File: src/rtl/dice_pkg.sv
// Shared constants and types for the craps rule controller.
// State codes, legal-sum bounds and the craps-sum helper live here.
package dice_pkg;

  localparam logic [2:0] ST_IDLE1 = 3'd0;
  localparam logic [2:0] ST_ROLL1 = 3'd1;
  localparam logic [2:0] ST_IDLE2 = 3'd2;
  localparam logic [2:0] ST_ROLL2 = 3'd3;
  localparam logic [2:0] ST_WIN   = 3'd4;
  localparam logic [2:0] ST_LOSE  = 3'd5;

  typedef enum logic [2:0] {
    IDLE1 = ST_IDLE1,
    ROLL1 = ST_ROLL1,
    IDLE2 = ST_IDLE2,
    ROLL2 = ST_ROLL2,
    WIN   = ST_WIN,
    LOSE  = ST_LOSE
  } state_e;

  localparam int unsigned SUM_MIN    = 2;
  localparam int unsigned SUM_MAX    = 12;
  localparam int unsigned SUM_SEVEN  = 7;
  localparam int unsigned SUM_ELEVEN = 11;

  // Sums that lose on the come-out roll.
  function automatic logic is_craps_sum(input int unsigned s);
    return (s == 2) || (s == 3) || (s == 12);
  endfunction

endpackage

File: src/rtl/dice_rule_eval.sv
// Combinational judgement of one completed roll.
// first_roll selects come-out rules; otherwise the sum is matched against the point.
module dice_rule_eval
  import dice_pkg::*;
#(
  parameter int SUM_W = 4
) (
  input  logic [SUM_W-1:0] sum,
  input  logic [SUM_W-1:0] point,
  input  logic             first_roll,
  output logic             is_legal,
  output logic             is_win,
  output logic             is_lose
);

  logic [31:0] sum_u;
  logic [31:0] point_u;

  assign sum_u   = 32'(sum);
  assign point_u = 32'(point);

  always_comb begin
    is_legal = (sum_u >= SUM_MIN) && (sum_u <= SUM_MAX);
    is_win   = 1'b0;
    is_lose  = 1'b0;
    if (first_roll) begin
      is_win  = is_legal && ((sum_u == SUM_SEVEN) || (sum_u == SUM_ELEVEN));
      is_lose = is_legal && is_craps_sum(sum_u);
    end else begin
      is_win  = is_legal && (sum_u == point_u);
      is_lose = is_legal && (sum_u == SUM_SEVEN);
    end
  end

endmodule

File: src/rtl/dice_game_ctrl.sv
// Craps rule controller: gates the dice counters while the button is held,
// judges each completed roll, and tracks the point and roll count until a new game.
module dice_game_ctrl
  import dice_pkg::*;
#(
  parameter int SUM_W = 4,
  parameter int CNT_W = 4
) (
  input  logic             clk,
  input  logic             rst,
  input  logic             Rb_i,
  input  logic             Reset_i,
  input  logic [SUM_W-1:0] sum_i,
  output logic             roll_o,
  output logic             win_o,
  output logic             lose_o,
  output logic [SUM_W-1:0] point_o,
  output logic [CNT_W-1:0] nroll_o
);

  state_e           state_q, state_d;
  logic [SUM_W-1:0] point_q, point_d;
  logic [CNT_W-1:0] nroll_q, nroll_d;
  logic             count_en;
  logic             first_roll;
  logic             is_legal, is_win, is_lose;

  assign first_roll = (state_q == ROLL1);

  dice_rule_eval #(
    .SUM_W (SUM_W)
  ) u_rule_eval (
    .sum        (sum_i),
    .point      (point_q),
    .first_roll (first_roll),
    .is_legal   (is_legal),
    .is_win     (is_win),
    .is_lose    (is_lose)
  );

  always_ff @(posedge clk or posedge rst) begin
    if (rst) begin
      state_q <= IDLE1;
      point_q <= '0;
      nroll_q <= '0;
    end else begin
      state_q <= state_d;
      point_q <= point_d;
      nroll_q <= nroll_d;
    end
  end

  always_comb begin
    state_d  = state_q;
    point_d  = point_q;
    nroll_d  = nroll_q;
    count_en = 1'b0;

    unique case (state_q)
      IDLE1: if (Rb_i) state_d = ROLL1;
      ROLL1: begin
        if (!Rb_i) begin
          state_d = IDLE1;
          if (is_legal) begin
            count_en = 1'b1;
            if (is_win)       state_d = WIN;
            else if (is_lose) state_d = LOSE;
            else begin
              point_d = sum_i;
              state_d = IDLE2;
            end
          end
        end
      end
      IDLE2: if (Rb_i) state_d = ROLL2;
      ROLL2: begin
        if (!Rb_i) begin
          state_d  = IDLE2;
          count_en = is_legal;
          if (is_win)       state_d = WIN;
          else if (is_lose) state_d = LOSE;
        end
      end
      WIN, LOSE: begin
        // New game wipes the point and roll count together.
        if (Reset_i) begin
          state_d = IDLE1;
          point_d = '0;
          nroll_d = '0;
        end
      end
      default: state_d = IDLE1;
    endcase

    if (count_en && (nroll_q != '1)) nroll_d = nroll_q + 1'b1;
  end

  assign roll_o  = (state_q == ROLL1) || (state_q == ROLL2);
  assign win_o   = (state_q == WIN);
  assign lose_o  = (state_q == LOSE);
  assign point_o = point_q;
  assign nroll_o = nroll_q;

endmodule

File: config.mk
export PLATFORM = sky130hd
export DESIGN_NAME = dice_game_ctrl
export DESIGN_NICKNAME = d
export VERILOG_FILES = /design/src/rtl/dice_pkg.sv /design/src/rtl/dice_rule_eval.sv /design/src/rtl/dice_game_ctrl.sv
export SDC_FILE = /design/constraint.sdc
export NUM_CORES = 1
export LEC_CHECK = 0
export BUFFER_PORTS_ARGS = -buffer_cell sky130_fd_sc_hd__buf_2
export CORE_UTILIZATION = 53
export CTS_BUF_LIST = sky130_fd_sc_hd__clkbuf_4
export DETAILED_ROUTE_END_ITERATION = 6
export PLACE_DENSITY = 0.8
export SYNTH_ARGS = -nofsm -noshare
export SYNTH_HDL_FRONTEND = slang
export SYNTH_SLANG_ARGS = --single-unit
File: constraint.sdc
create_clock -name clk -period 2 [get_ports clk]
set_input_delay 0.4 -clock clk [delete_from_list [all_inputs] [get_ports clk]]
set_output_delay 0.4 -clock clk [all_outputs]
set_load 0.01 [all_outputs]
==> results.cfg <==
[status]
run_status = complete, no violations

[min_path]
min_path_type = input port to async pin

[logic_synthesis]
syn_nets = 97
synth_cell_types = 31
yosys_warnings = 0
syn_area_um2 = 714.4
ys_ff_latch = 11
synth_top_cell_by_area = dfrtp_1
syn_inst = 88
ys_seq_area_frac = 0.3853
synth_top_area_frac = 0.3853
synth_area_leaders = dfrtp_1, nand3_1, o21ai_0
syn_avg_cell_area_um2 = 8.119

[timing]
setup_ws_ps = 304.4
whs_ps = 96.19
maxSlewViolCount = 0
final.period_utilization = 0.8478
fin_skew_ps = 8.880
slew_headroom = 0.7131
max_freq_mhz = 589.7
fin_tns_setup_ps = 0
worstMarginPinSlew_ps = 429.9
setup_viol = 0
rsz0062_at_grt = false
min_period_ps = 1696
hold_viol_final = 0

[global_route]
grtUsageTotal = 0.2561
antenna_found_initial = 0
grt_overflow = 0
grt_max_degree = 12
grt_pass1_wl_um = 2587
first_global_vias = 625

[drt]
viasPerCell = 5.754
antenna_left = 0
drc = 0
routed_wl_um = 1542
dr.pass1.iters = 6
drt_iter0_markers = 26
num_vias = 702
routedWlPerCell_um = 12.64

[floorplan]
row_count = 12
die_h_um = 38.72
core_area_um2 = 1171
start_util = 0.6100
io_pins = 19
die_width_um = 38.72
die-area_um2 = 1499

[layout]
area_delta_synth_final_pct = 16.64
seq_area_um2 = 275.3
nets = 118
layout-drive-gt1-share = 0.2315
multi_input_area_um2 = 394.1
fillers = 97
utilization = 0.7115
insertedDiodeCount = 0

[cts]
path_clk_slew_ps = 80
tritoncts = built
insertion_delay_ps = 280
cts-resized-gates = 0
htreeDepth = 1
cts_buffer_depth = 2
clockRootBuffer = clkbuf_4
clock-sinks = 11
ctsHoldBuffers = 0
cts_setup_buffers = 0
numCtsBuffers = 3

[worst_setup_path]
crit_end = nroll_o[2]
r2r_slack_ps = 300
required_ps = 2150
cp_data_arrival_time_ps = 1840
worst-r2r-cell-count = 5
timing.rr.end = nroll_o[2]
cp-start-kind = flop
path_max_fanout = 8
worst-setup-path-type = flop to flop
r2r-start = state_q[2]
endpoint_kind = flop
crit_start = state_q[2]

[power_and_ir_drop]
leakage_nw = 0.4152
vdd_drop_max_v = 0.0007532
pwr_density_cell_nw_per_um2 = 1242

[placed_design]
hpwl_um = 1180
globalplace.congestion = 0.8405
dp_slack_ps = 292.2
portBuffers = 18

[flow_run]
drv_cap = 0
[cells in the final DEF, fill, tap and decap left out]
master	n
or3_1	3
o211ai_1	1
inv_1	7
nand4b_1	1
nand3_1	9
a211oi_1	1
and2_1	3
nand2b_1	1
o31ai_1	1
xnor2_1	2
o22ai_1	1
o21ai_0	7
nor3_1	2
xor2_1	1
nor3b_1	1
or2_2	1
nand4_2	1
o21ai_1	6
o21a_1	1
and3_1	2
o311ai_1	1
nor2_1	6
or2b_1	1
clkbuf_4	4
a31o_2	1
ha_1	1
a21oi_1	3
nand2_1	7
nor2b_1	3
dfrtp_1	11
buf_2	18
[worst max-delay path: stages (launching register included)]
cell and delay (ps):
dfrtp_1 450, nor3b_1 340, nand4_2 230, and2_1 240
o21ai_0 190, o21ai_0 120
[sequential cells by signal, indices dropped and copies added (netlist names)]
| register | count |
|---|---|
| nroll_o | 4 |
| point_o | 4 |
| state_q | 3 |
[metrics by stage]
stage / std cells / total power [mW] / instance area (um^2)
3_3_place_gp: 118 / 0.8455 / 803.3
5_1_grt: 122 / 1.115 / 833.3
2_1_floorplan: 88 / 0.7093 / 714.4
4_1_cts: 122 / 1.039 / 833.3
6_report: 122 / 1.035 / 833.3
3_5_place_dp: 118 / 0.8628 / 803.3
[logic make-up after synthesis]
kind of cell,after synthesis,share of synthesized area
buffers and inverters,9,0.06306
adder cells (fa/ha/maj),1,0.01751
XOR/XNOR,3,0.03678
AND/OR/NAND/NOR,41,0.3100
flip-flops,11,0.3853
AO/OA/AOI/OAI,23,0.1874
[synth_stat cells]
cell type and number:
nor2_1 6, nor2b_1 3, o22ai_1 1, nand3_1 9
and3_1 2, or3_1 3, o311ai_1 1, nand2b_1 1
nor3b_1 1, or2_2 1, nand4_2 1, o21a_1 1
or2b_1 1, xor2_1 1, and2_1 3, ha_1 1
a21oi_1 3, buf_6 1, o21ai_1 6, nand4b_1 1
o21ai_0 7, nor3_1 2, a211oi_1 1, dfrtp_1 11
inv_1 7, a31o_2 1, xnor2_1 2, nand2_1 7
o31ai_1 1, buf_4 1, o211ai_1 1
[metal layers]
metal | GRT usage | vias to the layer above | part of all wire
met1 | 0.3345 | 317 | 0.43
met3 | 0.03468 | 2 | 0.062
met5 | 0 | - | 0
met4 | 0.1121 | 0 | 0.019
met2 | 0.4167 | 32 | 0.48
li1 | - | 351 | -
[where the power goes]
| group | internal [mW] | switching [mW] |
|---|---|---|
| clock | 0.0911 | 0.0843 |
| combinational | 0.200 | 0.248 |
| sequential | 0.312 | 0.0988 |
[cell type report]
| class | count | area share |
|---|---|---|
| multi-input cells | 68 | 0.4730 |
| flip-flops and latches | 11 | 0.3303 |
| repair buffers | 18 | 0.1081 |
| clock buffers | 4 | 0.03604 |
| inverters | 7 | 0.03153 |
| well taps | 14 | 0.02102 |
[how the worst min path moves through the flow]
stage               from    endpoint  slack, ps  cells past startpoint
floorplan            rst  nroll_o[0]        250                      1
global placement     rst  state_q[2]        410                      2
detailed placement   rst  state_q[2]        420                      2
CTS                  rst  state_q[1]        110                      2
global route         rst  state_q[1]        150                      2
finish               rst  state_q[1]        100                      2
Power figures use the tool's default switching activity.
